**src/rtl/tron_pkg.sv**
```systemverilog
// Shared types for the player direction encoder: direction codes, game
// states and the direction helpers used by request capture.
package tron_pkg;

  localparam int unsigned DIR_W = 4;
  localparam int unsigned STATE_W = 2;

  typedef enum logic [DIR_W-1:0] {
    DIR_STOP  = 4'b0000,
    DIR_LEFT  = 4'b0001,
    DIR_RIGHT = 4'b0010,
    DIR_UP    = 4'b0100,
    DIR_DOWN  = 4'b1000
  } dir_t;

  typedef enum logic [STATE_W-1:0] {
    ST_IDLE  = 2'd0,
    ST_RUN   = 2'd1,
    ST_OVER  = 2'd2,
    ST_PAUSE = 2'd3
  } game_state_t;

  // Direction that would reverse the snake onto itself.
  function automatic dir_t opposite(input dir_t d);
    case (d)
      DIR_LEFT:  opposite = DIR_RIGHT;
      DIR_RIGHT: opposite = DIR_LEFT;
      DIR_UP:    opposite = DIR_DOWN;
      DIR_DOWN:  opposite = DIR_UP;
      default:   opposite = DIR_STOP;
    endcase
  endfunction

  // Resolves simultaneous presses {down,up,right,left}: up > down > left > right.
  function automatic dir_t pick_request(input logic [DIR_W-1:0] press);
    if (press[2])      pick_request = DIR_UP;
    else if (press[3]) pick_request = DIR_DOWN;
    else if (press[0]) pick_request = DIR_LEFT;
    else if (press[1]) pick_request = DIR_RIGHT;
    else               pick_request = DIR_STOP;
  endfunction

endpackage

```
**src/rtl/btn_debounce.sv**
```systemverilog
// Two-flop synchronizer plus counter debouncer for one raw button.
// level flips after DEBOUNCE_CYCLES consecutive synchronized samples differ
// from it; rise pulses for one cycle together with a 0->1 flip.
module btn_debounce #(
  parameter int unsigned DEBOUNCE_CYCLES = 50000,
  parameter int unsigned CNT_W           = 16
) (
  input  logic clock,
  input  logic reset,
  input  logic raw,
  output logic level,
  output logic rise
);

  logic [1:0]       sync;
  logic [CNT_W-1:0] cnt;

  // Synchronize, count disagreeing samples, flip the level when the count completes.
  always_ff @(posedge clock or posedge reset) begin
    if (reset) begin
      sync  <= 2'b00;
      cnt   <= '0;
      level <= 1'b0;
      rise  <= 1'b0;
    end else begin
      sync <= {sync[0], raw};
      rise <= 1'b0;
      if (sync[1] == level) begin
        cnt <= '0;
      end else if (cnt >= CNT_W'(DEBOUNCE_CYCLES - 1)) begin
        cnt   <= '0;
        level <= sync[1];
        rise  <= sync[1];
      end else begin
        cnt <= cnt + CNT_W'(1);
      end
    end
  end

endmodule

```
**src/rtl/player_dir_encoder.sv**
```systemverilog
// Player direction encoder: debounces the player/start buttons, captures
// legal direction requests into per-player pending registers and commits
// them on frame_tick under control of the game FSM.
// Optional feature macro: PAUSE_EN (pause button toggles RUN <-> PAUSE).
module player_dir_encoder
  import tron_pkg::*;
#(
  parameter int unsigned DEBOUNCE_CYCLES = 50000,
  parameter int unsigned CNT_W           = 16,
  parameter dir_t        P1_INIT_DIR     = DIR_RIGHT,
  parameter dir_t        P2_INIT_DIR     = DIR_LEFT
) (
  input  logic               clock,
  input  logic               reset,
  input  logic               frame_tick,
  input  logic [DIR_W-1:0]   p1_btn,
  input  logic [DIR_W-1:0]   p2_btn,
  input  logic               start_btn,
  input  logic               pause_btn,
  input  logic               collision,
  output logic [DIR_W-1:0]   p1_info,
  output logic [DIR_W-1:0]   p2_info,
  output logic               dflt,
  output logic [STATE_W-1:0] game_state
);

  logic [DIR_W-1:0] p1_rise, p1_level, p2_rise, p2_level;
  logic [DIR_W-1:0] p1_press, p2_press;
  logic             start_rise, start_level, start_press;

  // Per-button debouncers for both players.
  for (genvar i = 0; i < DIR_W; i++) begin : g_btn
    btn_debounce #(.DEBOUNCE_CYCLES(DEBOUNCE_CYCLES), .CNT_W(CNT_W)) u_p1 (
      .clock(clock), .reset(reset), .raw(p1_btn[i]), .level(p1_level[i]), .rise(p1_rise[i])
    );
    btn_debounce #(.DEBOUNCE_CYCLES(DEBOUNCE_CYCLES), .CNT_W(CNT_W)) u_p2 (
      .clock(clock), .reset(reset), .raw(p2_btn[i]), .level(p2_level[i]), .rise(p2_rise[i])
    );
  end

  btn_debounce #(.DEBOUNCE_CYCLES(DEBOUNCE_CYCLES), .CNT_W(CNT_W)) u_start (
    .clock(clock), .reset(reset), .raw(start_btn), .level(start_level), .rise(start_rise)
  );

  // A rise always coincides with a high level; qualifying by level keeps both outputs in use.
  assign p1_press    = p1_rise & p1_level;
  assign p2_press    = p2_rise & p2_level;
  assign start_press = start_rise & start_level;

`ifdef PAUSE_EN
  logic pause_rise, pause_level, pause_press;

  btn_debounce #(.DEBOUNCE_CYCLES(DEBOUNCE_CYCLES), .CNT_W(CNT_W)) u_pause (
    .clock(clock), .reset(reset), .raw(pause_btn), .level(pause_level), .rise(pause_rise)
  );

  assign pause_press = pause_rise & pause_level;
`else
  logic pause_unused;

  assign pause_unused = pause_btn;
`endif

  game_state_t state, state_n;
  dir_t        out1, out1_n, out2, out2_n;
  dir_t        pend1, pend1_n, pend2, pend2_n;
  dir_t        com1, com1_n, com2, com2_n;
  dir_t        req1, req2;
  logic        armed, armed_n;
  logic        dflt_q, dflt_n;

  // State, committed outputs, pending requests and dflt registers.
  always_ff @(posedge clock or posedge reset) begin
    if (reset) begin
      state  <= ST_IDLE;
      out1   <= DIR_STOP;
      out2   <= DIR_STOP;
      pend1  <= DIR_STOP;
      pend2  <= DIR_STOP;
      com1   <= DIR_STOP;
      com2   <= DIR_STOP;
      armed  <= 1'b0;
      dflt_q <= 1'b1;
    end else begin
      state  <= state_n;
      out1   <= out1_n;
      out2   <= out2_n;
      pend1  <= pend1_n;
      pend2  <= pend2_n;
      com1   <= com1_n;
      com2   <= com2_n;
      armed  <= armed_n;
      dflt_q <= dflt_n;
    end
  end

  // Game FSM: next state, request capture and frame-boundary commit.
  always_comb begin
    state_n = state;
    out1_n  = out1;
    out2_n  = out2;
    pend1_n = pend1;
    pend2_n = pend2;
    com1_n  = com1;
    com2_n  = com2;
    armed_n = armed;
    dflt_n  = dflt_q;
    req1    = pick_request(p1_press);
    req2    = pick_request(p2_press);

    case (state)
      ST_IDLE: begin
        out1_n = DIR_STOP;
        out2_n = DIR_STOP;
        dflt_n = 1'b1;
        if (armed) begin
          dflt_n = 1'b0;
          if (frame_tick) begin
            out1_n  = pend1;
            out2_n  = pend2;
            com1_n  = pend1;
            com2_n  = pend2;
            armed_n = 1'b0;
            state_n = ST_RUN;
          end
        end else if (start_press) begin
          pend1_n = P1_INIT_DIR;
          pend2_n = P2_INIT_DIR;
          com1_n  = DIR_STOP;
          com2_n  = DIR_STOP;
          armed_n = 1'b1;
          dflt_n  = 1'b0;
        end
      end

      ST_RUN: begin
        dflt_n = 1'b0;
        if (collision) begin
          out1_n  = DIR_STOP;
          out2_n  = DIR_STOP;
          state_n = ST_OVER;
        end else begin
          if (frame_tick) begin
            out1_n = pend1;
            out2_n = pend2;
            com1_n = pend1;
            com2_n = pend2;
          end
          if (req1 != DIR_STOP && req1 != opposite(com1)) pend1_n = req1;
          if (req2 != DIR_STOP && req2 != opposite(com2)) pend2_n = req2;
`ifdef PAUSE_EN
          if (pause_press) begin
            out1_n  = DIR_STOP;
            out2_n  = DIR_STOP;
            state_n = ST_PAUSE;
          end
`endif
        end
      end

      ST_OVER: begin
        out1_n = DIR_STOP;
        out2_n = DIR_STOP;
        dflt_n = 1'b0;
        if (start_press) begin
          pend1_n = DIR_STOP;
          pend2_n = DIR_STOP;
          com1_n  = DIR_STOP;
          com2_n  = DIR_STOP;
          armed_n = 1'b0;
          dflt_n  = 1'b1;
          state_n = ST_IDLE;
        end
      end

      ST_PAUSE: begin
`ifdef PAUSE_EN
        out1_n = DIR_STOP;
        out2_n = DIR_STOP;
        dflt_n = 1'b0;
        if (req1 != DIR_STOP && req1 != opposite(com1)) pend1_n = req1;
        if (req2 != DIR_STOP && req2 != opposite(com2)) pend2_n = req2;
        if (pause_press) state_n = ST_RUN;
`else
        state_n = ST_IDLE;
`endif
      end
    endcase
  end

  assign p1_info    = out1;
  assign p2_info    = out2;
  assign dflt       = dflt_q;
  assign game_state = state;

endmodule

```
**config.mk**
```make
export PLATFORM = sky130hd
export DESIGN_NAME = player_dir_encoder
export DESIGN_NICKNAME = d
export VERILOG_FILES = /design/src/rtl/tron_pkg.sv /design/src/rtl/btn_debounce.sv /design/src/rtl/player_dir_encoder.sv
export SDC_FILE = /design/constraint.sdc
export NUM_CORES = 1
export LEC_CHECK = 0
export CAP_MARGIN = 15
export CORE_AREA = 8 8 143 211
export CTS_CLUSTER_DIAMETER = 50
export DETAILED_ROUTE_END_ITERATION = 7
export DIE_AREA = 0 0 151 219
export DONT_BUFFER_PORTS = 1
export GPL_ROUTABILITY_DRIVEN = 0
export PLACE_DENSITY = 0.57
export SYNTH_ARGS = -nofsm -noshare
export SYNTH_HDL_FRONTEND = slang
export SYNTH_HIERARCHICAL = 1
export SYNTH_SLANG_ARGS = --single-unit
```
**constraint.sdc**
```tcl
create_clock -name clock -period 2.9 [get_ports clock]
set_input_delay 0.58 -clock clock [delete_from_list [all_inputs] [get_ports clock]]
set_output_delay 0.58 -clock clock [all_outputs]
set_load 0.05 [all_outputs]
```
Word-level counts from Yosys, hierarchy flattened
Cells that the tools add are included.
Storage, ports and cells
  output and inout port bits: 11
  bits in registers: 208
  bits of input ports: 14
  logic and storage cells: 223
Cells by class
  equality and inequality tests: 32
  bitwise logic cells: 12
  $add $sub $neg: 9
  $lt $le $gt $ge: 9
  multiplexer cells: 94
  reductions and logical operators: 22
Operators with widths (number)
  16-bit two-way mux: 18
  16-bit by 1-bit adder with 16-bit output (second input constant): 9
  16-bit greater-or-equal comparator (second input constant): 9
  4-bit two-way mux: 33
  4-bit case mux with 3 select lines: 6
  4-bit case mux with 4 select lines: 2
  1-bit two-way mux: 24
  2-bit AND reduction: 12
  2-bit != test (second input constant): 9
  2-bit two-way mux: 8
  6-bit AND reduction: 2
  1-bit == test: 9
  1-bit inverter: 9
  4-bit bitwise AND: 2
  4-bit by 1-bit == test with 1-bit output (second input constant): 2
  4-bit by 2-bit == test with 1-bit output (second input constant): 2
  4-bit by 3-bit == test with 1-bit output (second input constant): 2
  4-bit == test (second input constant): 2
  4-bit != test: 2
  2-bit case mux with 4 select lines: 1
  4-bit nonzero test: 2
  2-bit == test (second input constant): 2
  4-bit AND reduction: 1
  3-bit != test (second input constant): 1
  other kinds (8): 9

Longest topological paths before layout
  depth after elaboration: 10
  mapped depth: 8
  mapped depth without buffers: 7

Hierarchy
The synthesis kept the hierarchy.
Modules (own cells, without submodules)
  btn_debounce: instances 9, sequential area each 500.5 sq um, area an instance 980.9 sq um, cells each 89
  player_dir_encoder: instances 1, sequential area each 701.9 sq um, area an instance 1539.0 sq um, cells each 149

Worst setup path before layout
Ideal clock, no wire load.
  path kind: flip-flop to flip-flop
  start: reg state[1], in the netlist game_state[1]
  end: reg pend1[0]
  buffers on the path: 1
  cell stages (with the launch flop): 9
  data required time: 2.773 ns
  slack: 0.654 ns
  period minus slack after synthesis: 2.246 ns
  setup time: 0.127 ns
  arrival: 2.119 ns
  path through: dfrtp_1 -> inv_1 -> ha_1 -> clkbuf_1 -> a21oi_1 -> nand2_1 -> a21oi_1 -> nand3_2 -> mux2_1
On the way
  cells in the longest elaborated chain, start to end: 3
  elaborated cells between the ends (all ways): 11
  those cells by class: eq/ne: 7; mux: 1; reduce/logical: 3
Ends and longest elaborated chain
  start, declared: line player_dir_encoder.sv:64  | game_state_t state, state_n;
  start signal, assigned: line player_dir_encoder.sv:85  | state <= state_n;
  2-bit by 1-bit == test with 1-bit output, or another cell as far along: line player_dir_encoder.sv:111  | case (state)
  2-bit != test (no line) / 3-bit nonzero test (equally long branches)
  6-bit AND reduction (no line)
  end signal, assigned: line player_dir_encoder.sv:88  | pend1 <= pend1_n;
  end, declared: line player_dir_encoder.sv:66  | dir_t pend1, pend1_n, pend2, pend2_n;
Parallel ways exist; a longest one is shown, timed or not.
A chain may end at the register's enable or synchronous reset.

Final worst setup path
  start: reg g_btn[2].u_p1.level
  end: reg pend1[3]
On the way
  cells in the longest elaborated chain, start to end: 6
  elaborated cells between the ends (all ways): 10
  those cells by class: eq/ne: 2; mux: 4; bitwise: 1; reduce/logical: 3
Ends and longest elaborated chain
  start, declared: line btn_debounce.sv:11  | output logic level,
  start signal, assigned: line btn_debounce.sv:32  | level <= sync[1];
  4-bit bitwise AND (*): line player_dir_encoder.sv:46  | assign p1_press = p1_rise & p1_level;
  4-bit two-way mux (*): line tron_pkg.sv:36  | if (press[2]) pick_request = DIR_UP;
  4-bit != test / 4-bit nonzero test (equally long branches): line player_dir_encoder.sv:149  | if (req1 != DIR_STOP && req1 != opposite(com1)) pend1_n = req1;
  1-bit logical AND: line player_dir_encoder.sv:149
  2-bit != test (no line)
  6-bit AND reduction (no line)
Mark *: on every way between the ends. The rest lies on a longest branch, timed or not. The select of a mux whose other input is x is not followed.

==> qor.csv <==
stage,metric,value,unit
route,vias per std cell,4.98,
critical_path,"Slowest-stage cell, CP",a222oi_1,
route,remaining routing DRC violations,0,
timing,Setup Viol. Count Final,0,
pwr,Sequential Power Share,43.1,%
final_layout,layout cells sized above 1,20.3,%
synthesis,Netlist cell types,56,
synthesis,Main synth FF type,dfrtp_1,
cts,clk slew on worst S/H paths,0.06,ns
placed_design,IO Port Bufs,0,
final_layout,final net count,997,
critical_path,worst-path fanout max,5,
timing,clock skew,0.00706,ns
critical_path,CP Buf/Inv Count,0,
cts,CTS max path bufs,3,
timing,Max Clock Freq,442,MHz
cts,CTS tree,yes,
timing,final hold violations,0,
pwr,Pint,0.00546,W
floorplan,Starting Density,38.3,%
worst_hold_path,worst min-delay path category,input pin to async pin,
route,total wire length,18900,um
timing,max-slew violation count,0,
global_routing,vias in the first global route,6904,
pwr,pwr dens,638,nW/um2
final_layout,area grow syn2layout,11.2,%
timing,RSZ-0062 raised after global routing,false,
critical_path,CP top delay family,compound AO/OA/AOI/OAI gates,
placed_design,Placed Cells,1285,
pwr,switching fraction of total power,25.8,%
floorplan,Die Span Y,219,um
route,Via Count,6627,
final_layout,area of the multi-input gates,4710,um2
synthesis,Synth Area in Compound Gates,5.37,%
global_routing,first-pass GRT wire length,33100,um
critical_path,crit path capture type,flop,
final_layout,Final Cell Area,11500,um2
global_routing,largest net degree at the start of global routing,21,
global_routing,gr ovfl total,0,
critical_path,crit path DAT,2.65,ns
cts,post-CTS sizing,0,
route,ANT nets after route,0,
global_routing,met1 Use GR,13.8,%
critical_path,CP Class,flop to flop,
timing,Final Cycle Share,78.0,%
floorplan,Core Rows,74,
global_routing,initial antenna violation count,1,
global_routing,busiest layer in global routing,met2,
flow_run,MaxCap Viol Count,0,
pwr,Leak,4.47,nW
timing,measured slew at the worst slew-check pin,0.802,ns
floorplan,core area,27000,um2
run_status,status,"complete, no violations",
critical_path,Worst EP required,3.29,ns
cts,CTS Buf Count,24,
global_routing,aggregate global-route resource usage,12.0,%
floorplan,IO Pins,25,
route,number of DRC markers in iteration 0,307,
route,wire per inst,14.2,um
critical_path,crit path cell chain,a222oi_1 -> nand3_1 -> xnor2_1 -> a311o_2 -> nand3_2 -> mux2_1,
timing,post-route minimum period,2.26,ns
timing,WHS,0.0900,ns
timing,Slew HR,46.4,%
critical_path,CP peak stage delay,0.56,ns
floorplan,Die Wd,151,um
synthesis,"Net Count, Synth",977,
floorplan,die footprint,33100,um2
synthesis,Mapped Area,10400,um2
cts,clock sink total,208,
pwr,Comb pwr share,11.0,%
route,drt first pass iters,4,
synthesis,multiplexer area fraction after synthesis,1.83,%
cts,Worst-Skew Late Latency,0.51,ns
timing,setup_tns,0,ns
synthesis,post-synthesis adder-cell area fraction,1.57,%
synthesis,Mapped Cells,950,
synthesis,register area share after synthesis,50.2,%
synthesis,#FFs+latches synth,208,
cts,Clock Tree Root,clkbuf_16,
synthesis,"EDFF count, synth",0,
synthesis,xor-xnor portion of the synthesized cell area,10.8,%
pwr,Clock Power Share,45.8,%
synthesis,warnings from Yosys,6,
final_layout,Layout Cells excl Fill,1331,
cts,H-tree Lvls,1,
synthesis,Post-Synth Simple-Gate Area,25.9,%
final_layout,most frequent cells in the layout,"dfrtp_1 (207), nor2_1 (116), xnor2_1 (109)",
global_routing,M3 GR Usage,2.62,%
synthesis,Mean Syn Cell Area,10.9,um2
global_routing,met2 Use GR,21.5,%
pwr,maximum VDD drop,546,uV
synthesis,largest family of logic cells by synthesized area,simple AND/OR/NAND/NOR gates,
final_layout,Storage cell area,5210,um2
final_layout,Fillers,2582,
final_layout,"commonest non-fill, non-tap cell in the layout",dfrtp_1,
synthesis,ys async rst share,100,%
pwr,switching power,0.00190,W
critical_path,Critical Path Start Type,flop,
placed_design,DP HPWL,13300,um
placed_design,dpl cell area,10600,um2
## synth_stat cells (all sizes together) (2+ instances only)
library cell | number | area share (%)
mux2 | 16 | 1.7
nor3 | 37 | 2.2
o311ai | 2 | 0.17
nand3 | 43 | 3.3
xor2 | 19 | 1.6
a2111oi | 9 | 1.3
o21ai | 4 | 0.19
buf | 18 | 2.7
a22oi | 3 | 0.22
or4 | 2 | 0.14
dfrtp | 207 | 50
nor3b | 12 | 0.87
and3 | 10 | 0.60
nor4 | 45 | 3.3
o21bai | 2 | 0.14
inv | 43 | 1.6
ha | 13 | 1.6
nor4b | 3 | 0.25
a31oi | 11 | 0.66
or3b | 9 | 0.76
xnor2 | 109 | 9.2
nand4 | 20 | 1.2
nand2 | 60 | 2.2
nor2 | 206 | 10
a21oi | 9 | 0.43
clkbuf | 2 | 0.072
and2b | 2 | 0.14
a22o | 16 | 1.4
## worst paths after layout
check / from / end / slack, ns / cells after the start
max reg2reg: g_btn[2].u_p1/level / pend1[3] / 0.64 / 6
min reg2reg: g_btn[0].u_p1/sync[0] / g_btn[0].u_p1/sync[1] / 0.35 / 0
max in group asynchronous: reset / game_state[1] / 1.77 / 3
min in group clock: p2_btn[3] / g_btn[3].u_p2/sync[0] / 0.10 / 0
min: reset / g_btn[0].u_p1/cnt[2] / 0.09 / 1
max: g_btn[2].u_p1/level / pend1[3] / 0.64 / 6
## per-stage QoR
stage               utilization, %  setup WS, ns  power [W]
global placement              39.2         0.634    0.00403
CTS                           42.6         0.594    0.00751
global route                  42.6         0.509    0.00772
detailed placement            39.2         0.610    0.00404
floorplan                        -         0.654    0.00385
finish                        42.6         0.638    0.00736
## flip-flops by register name (all words and copies together), names as in the netlist
| name | cells |
|---|---|
| g_btn.u_p2/cnt | 64 |
| g_btn.u_p2/level | 4 |
| p2_info | 4 |
| u_start/cnt | 16 |
| u_start/rise | 1 |
| u_start/sync | 2 |
| g_btn.u_p1/cnt | 64 |
| g_btn.u_p1/rise | 4 |
| game_state | 2 |
| p1_info | 4 |
| g_btn.u_p2/sync | 8 |
| g_btn.u_p1/level | 4 |
| com1 | 4 |
| pend2 | 4 |
| com2 | 4 |
| dflt | 1 |
| pend1 | 4 |
| g_btn.u_p1/sync | 8 |
| g_btn.u_p2/rise | 4 |
| u_start/level | 1 |
| armed | 1 |
## area by class of cell
type | count | share of cell area (%)
timing repair buffer | 14 | 0.933
clock inverter | 12 | 1.81
clock buffer | 32 | 6.09
tap | 342 | 3.71
inverter | 43 | 1.40
multi-input combinational | 679 | 40.9
sequential | 208 | 45.2
antenna | 1 | 0.0217
## logic make-up after synthesis
group                      after synthesis
and+or+nand+nor                        455
DFF                                    208
xor gates and xnor gates               128
AOI/OAI and AO/OA                       66
buffers and inverters                   63
muxes                                   17
adders and majority gates               13
## power groups by stage
stage / Sequential (W) / Combinational, W / Clock (W)
global placement: 0.00322 / 0.000809 / 0
finish: 0.00317 / 0.000810 / 0.00337
global route: 0.00319 / 0.000908 / 0.00362
floorplan: 0.00324 / 0.000618 / 0
CTS: 0.00318 / 0.000824 / 0.00351
detailed placement: 0.00323 / 0.000817 / 0
## repair_timing
action                                  CTS  global route
endpoints found under the setup margin    0             0
hold buffers                              1             0
setup buffers                             0             0
hold endpoints to repair                  7             0
## layer usage
metal / wire length (um) / up-vias
met1: 7780 / 3212
met2: 9840 / 75
li1: - / 3310
met3: 831 / 30
met4: 471 / 0
met5: 0 / -
Note: power is estimated with default switching activity, not from simulation.
